==> src/rtl/alu_seq.sv <==
// alu_seq: handshaked ALU with registered result/flags. Single-cycle ops complete
// in one edge; rotate-left by n >= 2 is performed one bit per cycle.
module alu_seq #(
  parameter int WIDTH = 8,
  localparam int SHW = $clog2(WIDTH)
) (
  input  logic             clk,
  input  logic             rst_n,
  input  logic             in_valid,
  output logic             in_ready,
  input  logic [WIDTH-1:0] b,
  input  logic [WIDTH-1:0] c,
  input  logic [2:0]       function_code,
  input  logic [SHW-1:0]   shift_amt,
  output logic             out_valid,
  input  logic             out_ready,
  output logic [WIDTH-1:0] result,
  output logic             sign,
  output logic             carry,
  output logic             zero
);

  localparam logic [2:0] OP_ADD = 3'b000;
  localparam logic [2:0] OP_INC = 3'b001;
  localparam logic [2:0] OP_AND = 3'b010;
  localparam logic [2:0] OP_OR  = 3'b011;
  localparam logic [2:0] OP_XOR = 3'b100;
  localparam logic [2:0] OP_NOT = 3'b101;
  localparam logic [2:0] OP_ROL = 3'b110;

  localparam logic [0:0] ST_IDLE   = 1'b0;
  localparam logic [0:0] ST_ROTATE = 1'b1;

  logic [0:0]       state_q, state_d;
  logic [WIDTH-1:0] acc_q, acc_d;
  logic [SHW-1:0]   cnt_q, cnt_d;
  logic [WIDTH-1:0] result_q, result_d;
  logic             sign_q, sign_d;
  logic             carry_q, carry_d;
  logic             zero_q, zero_d;
  logic             out_valid_q, out_valid_d;

  logic             accept;
  logic [WIDTH:0]   sum_add;
  logic [WIDTH:0]   sum_inc;
  logic [WIDTH-1:0] op_res;
  logic             op_carry;
  logic             op_writes;
  logic             op_multi;
  logic [WIDTH-1:0] acc_rot;

  function automatic logic [WIDTH-1:0] rol1(input logic [WIDTH-1:0] x);
    return {x[WIDTH-2:0], x[WIDTH-1]};
  endfunction

  assign in_ready = (state_q == ST_IDLE) && (!out_valid_q || out_ready);
  assign accept   = in_valid && in_ready;
  assign sum_add  = {1'b0, b} + {1'b0, c};
  assign sum_inc  = {1'b0, b} + {{WIDTH{1'b0}}, 1'b1};
  assign acc_rot  = rol1(acc_q);

  // Decode of the single-cycle datapath; op_multi marks rotates handed to the FSM.
  always_comb begin
    op_res    = '0;
    op_carry  = 1'b0;
    op_writes = 1'b1;
    op_multi  = 1'b0;
    case (function_code)
      OP_ADD: begin
        op_res   = sum_add[WIDTH-1:0];
        op_carry = sum_add[WIDTH];
      end
      OP_INC: begin
        op_res   = sum_inc[WIDTH-1:0];
        op_carry = sum_inc[WIDTH];
      end
      OP_AND: op_res = b & c;
      OP_OR:  op_res = b | c;
      OP_XOR: op_res = b ^ c;
      OP_NOT: op_res = ~b;
      OP_ROL: begin
        if (shift_amt > SHW'(1)) begin
          op_multi  = 1'b1;
          op_writes = 1'b0;
        end else if (shift_amt == '0) begin
          op_res = b;
        end else begin
          op_res   = rol1(b);
          op_carry = b[WIDTH-1];
        end
      end
      default: op_writes = 1'b0;
    endcase
  end

  always_comb begin
    state_d     = state_q;
    acc_d       = acc_q;
    cnt_d       = cnt_q;
    result_d    = result_q;
    sign_d      = sign_q;
    carry_d     = carry_q;
    zero_d      = zero_q;
    out_valid_d = out_valid_q;
    case (state_q)
      ST_IDLE: begin
        if (accept) begin
          if (op_multi) begin
            acc_d       = rol1(b);
            cnt_d       = shift_amt - SHW'(1);
            out_valid_d = 1'b0;
            state_d     = ST_ROTATE;
          end else begin
            out_valid_d = 1'b1;
            if (op_writes) begin
              result_d = op_res;
              sign_d   = op_res[WIDTH-1];
              carry_d  = op_carry;
              zero_d   = (op_res == '0);
            end
          end
        end else if (out_valid_q && out_ready) begin
          out_valid_d = 1'b0;
        end
      end
      ST_ROTATE: begin
        acc_d = acc_rot;
        cnt_d = cnt_q - SHW'(1);
        // Final step: the bit wrapped into position 0 is the carry.
        if (cnt_q == SHW'(1)) begin
          result_d    = acc_rot;
          sign_d      = acc_rot[WIDTH-1];
          carry_d     = acc_rot[0];
          zero_d      = (acc_rot == '0);
          out_valid_d = 1'b1;
          state_d     = ST_IDLE;
        end
      end
      default: state_d = ST_IDLE;
    endcase
  end

  always_ff @(posedge clk or negedge rst_n) begin
    if (!rst_n) begin
      state_q     <= ST_IDLE;
      acc_q       <= '0;
      cnt_q       <= '0;
      result_q    <= '0;
      sign_q      <= 1'b0;
      carry_q     <= 1'b0;
      zero_q      <= 1'b0;
      out_valid_q <= 1'b0;
    end else begin
      state_q     <= state_d;
      acc_q       <= acc_d;
      cnt_q       <= cnt_d;
      result_q    <= result_d;
      sign_q      <= sign_d;
      carry_q     <= carry_d;
      zero_q      <= zero_d;
      out_valid_q <= out_valid_d;
    end
  end

  assign out_valid = out_valid_q;
  assign result    = result_q;
  assign sign      = sign_q;
  assign carry     = carry_q;
  assign zero      = zero_q;

endmodule

==> config.mk <==
export PLATFORM = sky130hd
export DESIGN_NAME = alu_seq
export DESIGN_NICKNAME = d
export VERILOG_FILES = /design/src/rtl/alu_seq.sv
export SDC_FILE = /design/constraint.sdc
export NUM_CORES = 1
export LEC_CHECK = 0
export CORE_MARGIN = 4
export CORE_UTILIZATION = 50
export CTS_CLUSTER_DIAMETER = 100
export DETAILED_ROUTE_END_ITERATION = 8
export PLACE_DENSITY = 0.76
export SYNTH_ARGS = -nofsm -noshare
export SYNTH_HDL_FRONTEND = slang
export SYNTH_SLANG_ARGS = --single-unit
==> constraint.sdc <==
create_clock -name clk -period 2.2 [get_ports clk]
set_input_delay 0.66 -clock clk [delete_from_list [all_inputs] [get_ports clk]]
set_output_delay 0.66 -clock clk [all_outputs]
set_load 0.05 [all_outputs]
==> results.txt, run 1 <==
Commonest non-fill, non-tap cell in the layout - buf_4
Failing checks - setup timing
Die Footprint - 5930 um2
Final max-slew violation count - 0
Fin. Hold Viols - 0
Min-delay worst type - flop to flop
Design area - 3680 um2
Status - complete, but fails checks
Synth Cell Area - 2380 um2
Placed Area - 3330 um2
Fin nets - 449
Routed Antenna Nets - 0
WL final - 7530 um
Hold WS - 0.478 ns
First-pass iteration count of the detailed router - 4
Worst Tran Pin Value - 0.501 ns
Reg clk slew, reported paths - 0.07 ns
Slowest cell delay on critical path - 0.40 ns
Highest-count cells in the layout ignoring fill and taps - 70 x buf_4, 30 x nand2_1, 23 x dfrtp_1, 20 x inv_1, 20 x nor2_1
Synth Instances - 295
Final worst slack - -0.192 ns
Post-CTS Hold Buffers - 0
DRT iter0 DRCs - 181
CTS Buf Count - 3
Synth Flop Type - dfrtp_1
Clk Latency, worst-skew pair - 0.27 ns
Total gr overflow - 0
Yosys warns - 0
Sequential fraction of the synthesis area - 24.2%
# diodes - 0
Pin count of the biggest net entering global routing - 24
Crit start category - primary input
Via/cell ratio - 5.84
Area growth syn-to-layout - 54.7%
Initial Util - 53.2%
PwrDens - 766 nW/um2
Lkg Pwr - 1.74 nW
Max Clock Freq - 418 MHz
Initial antenna violation count - 0
PortBufs - 38
Core ar. - 4470 um2
Setup violators final - 4
Fillers - 286
CP Data Required Time - 2.36 ns
Fin crit period - 2.39 ns
Gr usage total - 25.3%
Placed wire-length estimate - 5470 um
Std-Cell Rows - 24
Max clock buf depth - 2
MaxCap Viol Count - 0
RePlAce Congestion - 0.885
WL/cell - 16.7 um
Async S/R FF share, synth - 100%
Die height - 77.0 um
Post-Syn Nets - 344
Final Skew - 0.00617 ns
Vias in the first global route - 2570
# IOs - 39
Max_slew headroom - 66.5%
Vias - 2632
Post-synth EDFFs - 0
DIE WIDTH - 77.0 um
CP Capture Type - flop
Crit path arrival time - 2.55 ns
RSZ-0062 raised after global routing - true
CP Max Fanout - 2
Layout cells sized above 1 - 40.1%
Peak supply drop - 0.440 mV
Clock sink total - 23
Synthesized flop and latch total - 23
Syn avg cell area - 8.07 um2
Final cell count without fillers - 451
H-tree Lvls - 1
Critical path cell sequence - buf_8 > ha_4 > fa_2 > buf_6 > a21o_1 > a211oi_2 > o22ai_2 > a211oi_2 > buf_4 > a211oi_2 > a21o_1
First-pass GRT wire length - 12300 um
Crit Path Class - primary input to flop
DRC violations left - 0
Worst path most repeated cell - a211oi_2
Final period util - 109%
CTS tree - done
Post-synthesis cell type count - 60
DP Cell Count - 438
Slowest cell on crit path - fa_2
CTS Root Cell - clkbuf_8
==> per-stage QoR <==
stage	setup slack [ns]	power (mW)	utilization (%)	setup TNS, ns
5_1_grt	-0.238	3.01	82.3	-0.817
2_1_floorplan	-0.222	1.81	-	-0.751
4_1_cts	-0.145	2.78	81.0	-0.288
6_report	-0.192	2.82	82.3	-0.573
3_3_place_gp	-0.837	2.40	74.3	-10.33
3_5_place_dp	-0.857	2.45	74.3	-11.38
==> routing by layer <==
metal	vias to the layer above	global-route usage, %	part of all wire (%)
li1	1262	-	-
met1	1240	33.3	43
met2	104	43.3	49
met3	26	1.99	5.1
met4	0	9.25	3.3
met5	-	0	0
==> final cells by class <==
class / instances / area (um2) / area share (%)
Clock buffer: 4 / 45.0 / 1.22
Inverter: 30 / 113 / 3.06
Tap cell: 52 / 65.1 / 1.77
Multi-Input combinational cell: 224 / 1890 / 51.3
Sequential cell: 23 / 576 / 15.6
Timing Repair Buffer: 118 / 995 / 27.0
==> worst max-delay path, delay by kind of cell <==
family	cells	cell delay (ns)
AO/OA/AOI/OAI	6	0.94
adder cells (fa/ha/maj)	2	0.56
buffers and inverters	3	0.41
==> registers in the layout, indices dropped and copies added, names as in the netlist <==
name	cells
carry	1
out_valid	1
cnt_q	3
acc_q	8
zero	1
state_q	1
sign	1
result	7
==> worst paths after layout <==
kind | from | endpoint | slack [ns] | depth (start not counted)
min in group asynchronous | rst_n | cnt_q[2] | 0.73 | 2
setup / recovery | c[0] | result[4] | -0.19 | 11
hold reg to reg | carry | carry | 0.48 | 2
max in group asynchronous | rst_n | result[4] | 1.24 | 2
hold / removal | carry | carry | 0.48 | 2
setup reg to reg | state_q | zero | 0.36 | 6
==> power by group <==
group          switching, mW  total, mW  leakage (nW)  internal [mW]
Sequential             0.183      0.795         0.283          0.613
Combinational           1.01       1.76          1.44          0.750
Clock                  0.133      0.262        0.0228          0.129
Total                   1.33       2.82          1.74           1.49
==> cells in the mapped netlist (all sizes together) (2+ instances only) <==
cell | number | share of area, %
a221oi | 3 | 1.4
inv | 30 | 4.7
o21ai | 18 | 3.8
o311ai | 2 | 0.74
a21oi | 12 | 2.5
nand2b | 6 | 1.6
o31ai | 4 | 1.5
a31oi | 3 | 0.79
nor2 | 21 | 3.3
nor2b | 8 | 2.4
a21o | 8 | 2.5
o221a | 2 | 0.95
or3 | 3 | 0.79
a211oi | 8 | 2.9
buf | 12 | 3.2
o221ai | 2 | 1.0
o211ai | 2 | 0.63
nand2 | 31 | 4.9
nand3 | 9 | 1.9
a22oi | 6 | 1.9
and3 | 2 | 0.53
xnor2 | 7 | 2.6
clkbuf | 6 | 0.95
nor3 | 6 | 1.3
ha | 22 | 12
mux2i | 13 | 5.5
dfrtp | 23 | 24
o22ai | 5 | 1.3
==> kinds of logic after synthesis <==
kind of cell | count (synthesis) | share of synthesized area, %
flip-flops | 23 | 24.2
AND/OR/NAND/NOR | 93 | 18.7
multiplexers | 14 | 6.41
buffers and inverters | 48 | 8.83
AO/OA/AOI/OAI | 87 | 26.9
adder cells (fa/ha/maj) | 23 | 12.4
XOR/XNOR | 7 | 2.58
==> timing repair <==
| item | in CTS | in global routing |
|---|---|---|
| resized for setup | 94 | 23 |
| endpoints found under the setup margin | 21 | 11 |
| buffers inserted | 6 | 3 |
| pin swaps | 24 | 19 |
No activity file was read; power rests on OpenSTA's default activity.
==> run 2: changes to the inputs <==
--- a/config.mk
+++ b/config.mk
@@ -5,7 +5,7 @@
 export SDC_FILE = /design/constraint.sdc
 export NUM_CORES = 1
 export LEC_CHECK = 0
-export CORE_MARGIN = 4
+export CORE_MARGIN = 2
 export CORE_UTILIZATION = 50
 export CTS_CLUSTER_DIAMETER = 100
 export DETAILED_ROUTE_END_ITERATION = 8
==> run 2 against run 1 <==
The flow still finishes with violations (setup timing); combinational power increased by 3%; count of clock-buffer cells in the layout unchanged; via count increased by 3.6%; global-route usage increased by 3.6 points; clock skew about the same; largest power group unchanged; critical path depth decreased by 2; register-to-register slack improved by 0.23 ns; largest cell class unchanged; sequential power decreased by 3.4%.
==> results.txt, run 2 (synthesis results as in run 1) <==
Status - complete, but fails checks
Failing checks - setup timing
Final TNS setup - -0.418 ns
Routed Antenna Nets - 0
Crit start category - primary input
Vias in the first global route - 2586
Pin count of the biggest net entering global routing - 24
CP Data Required Time - 2.37 ns
Max Clock Freq - 423 MHz
H-tree Lvls - 1
Total gr overflow - 0
RSZ-0062 raised after global routing - true
CTS Buf Count - 3
Design area - 3810 um2
Setup violators final - 4
First-pass iteration count of the detailed router - 4
Hold WS - 0.480 ns
CP Capture Type - flop
Max clock buf depth - 2
Reg area - 576 um2
Final worst slack - -0.163 ns
Final Skew - 0.00580 ns
Placed wire-length estimate - 5160 um
Fin nets - 453
Reg clk slew, reported paths - 0.07 ns
WL final - 7930 um
Clk Latency, worst-skew pair - 0.27 ns
Worst Tran Pin Value - 0.499 ns
Peak supply drop - 0.492 mV
Die height - 73.0 um
Placed Area - 3310 um2
Clock sink total - 23
Min-delay worst type - flop to flop
Post-Place Setup Slack - -0.868 ns
Die Footprint - 5330 um2
CP Max Fanout - 3
Post-CTS Hold Buffers - 0
Lkg Pwr - 1.76 nW
Pwr Total - 2.84 mW
Commonest non-fill, non-tap cell in the layout - buf_4
First-pass GRT wire length - 12000 um
Initial Util - 51.1%
Layout cells sized above 1 - 41.7%
Core ar. - 4660 um2
Via/cell ratio - 5.97
Final max-slew violation count - 0
# diodes - 0
RePlAce Congestion - 0.899
WL/cell - 17.4 um
# IOs - 39
Fillers - 286
PwrDens - 747 nW/um2
Biggest register - acc_q
CTS Root Cell - clkbuf_8
MaxCap Viol Count - 0
DRT iter0 DRCs - 294
CTS tree - done
Std-Cell Rows - 25
Multi-input gate area - 1970 um2
Initial antenna violation count - 0
Max FFs per register - 8
Area growth syn-to-layout - 59.9%
Final period util - 107%
Crit Path Class - primary input to flop
Max_slew headroom - 66.7%
Crit path arrival time - 2.54 ns
Fin crit period - 2.36 ns
Gr usage total - 28.8%
Vias - 2728
Fin. Hold Viols - 0
DIE WIDTH - 73.0 um
Highest-count cells in the layout ignoring fill and taps - 71 x buf_4, 31 x nand2_1, 23 x dfrtp_1, 20 x nor2_1, 17 x inv_1
DRC violations left - 0
PortBufs - 38
## run 2: changes by cell type in the layout (fill, tap and decap cells not counted), sizes merged
cell and delta:
clkdlybuf4s50 +1, dlygate4sd2 -2, clkdlybuf4s15 +2, clkbuf -1, buf +5, dlymetal6s2s -1
## run 2: path summary, 6_finish.rpt
| path | from | endpoint | slack (ns) | cells after the start |
|---|---|---|---|---|
| setup / recovery | c[0] | zero | -0.16 | 9 |
| hold / removal | result[3] | result[3] | 0.48 | 1 |
| setup reg to reg | out_valid | acc_q[5] | 0.59 | 7 |
| hold reg to reg | result[3] | result[3] | 0.48 | 1 |
| max in group asynchronous | rst_n | sign | 1.23 | 2 |
| min in group asynchronous | rst_n | cnt_q[2] | 0.74 | 2 |
## run 2: what timing repair did
item / CTS / global route
pin swaps: 32 / 19
buffers inserted: 8 / 5
gates resized for setup: 99 / 36
gates cloned: 1 / 0
setup endpoints to repair: 19 / 9
## run 2: critical path, cell delays in order
cell	delay [ns]
buf_8	0.10
ha_4	0.16
fa_2	0.39
a211oi_4	0.28
o21ai_2	0.11
a21o_1	0.19
a311o_1	0.29
nand4b_1	0.17
o31ai_1	0.19
## run 2: metal layers
metal,vias up,share of wire [%],track usage (%)
li1,1264,-,-
met1,1311,42,36.1
met2,127,50,50.8
met3,26,5.5,2.76
met4,0,2.9,11.1
met5,-,0,0
## run 2: final cells by class
class,count,area share [%]
Clock buffer,4,1.18
Inverter,30,3.09
Multi-Input combinational cell,224,51.6
Sequential cell,23,15.1
Tap cell,54,1.78
Timing Repair Buffer,122,27.2
## run 2: where the power goes
part | internal, mW | switching (mW)
Sequential | 0.614 | 0.155
Combinational | 0.767 | 1.05
Clock | 0.129 | 0.131
Total | 1.51 | 1.33
## run 2: through the flow
stage	std cells	util [%]
2_1_floorplan	295	-
3_3_place_gp	439	71.0
3_5_place_dp	439	71.0
4_1_cts	452	78.3
5_1_grt	457	81.7
6_report	457	81.7
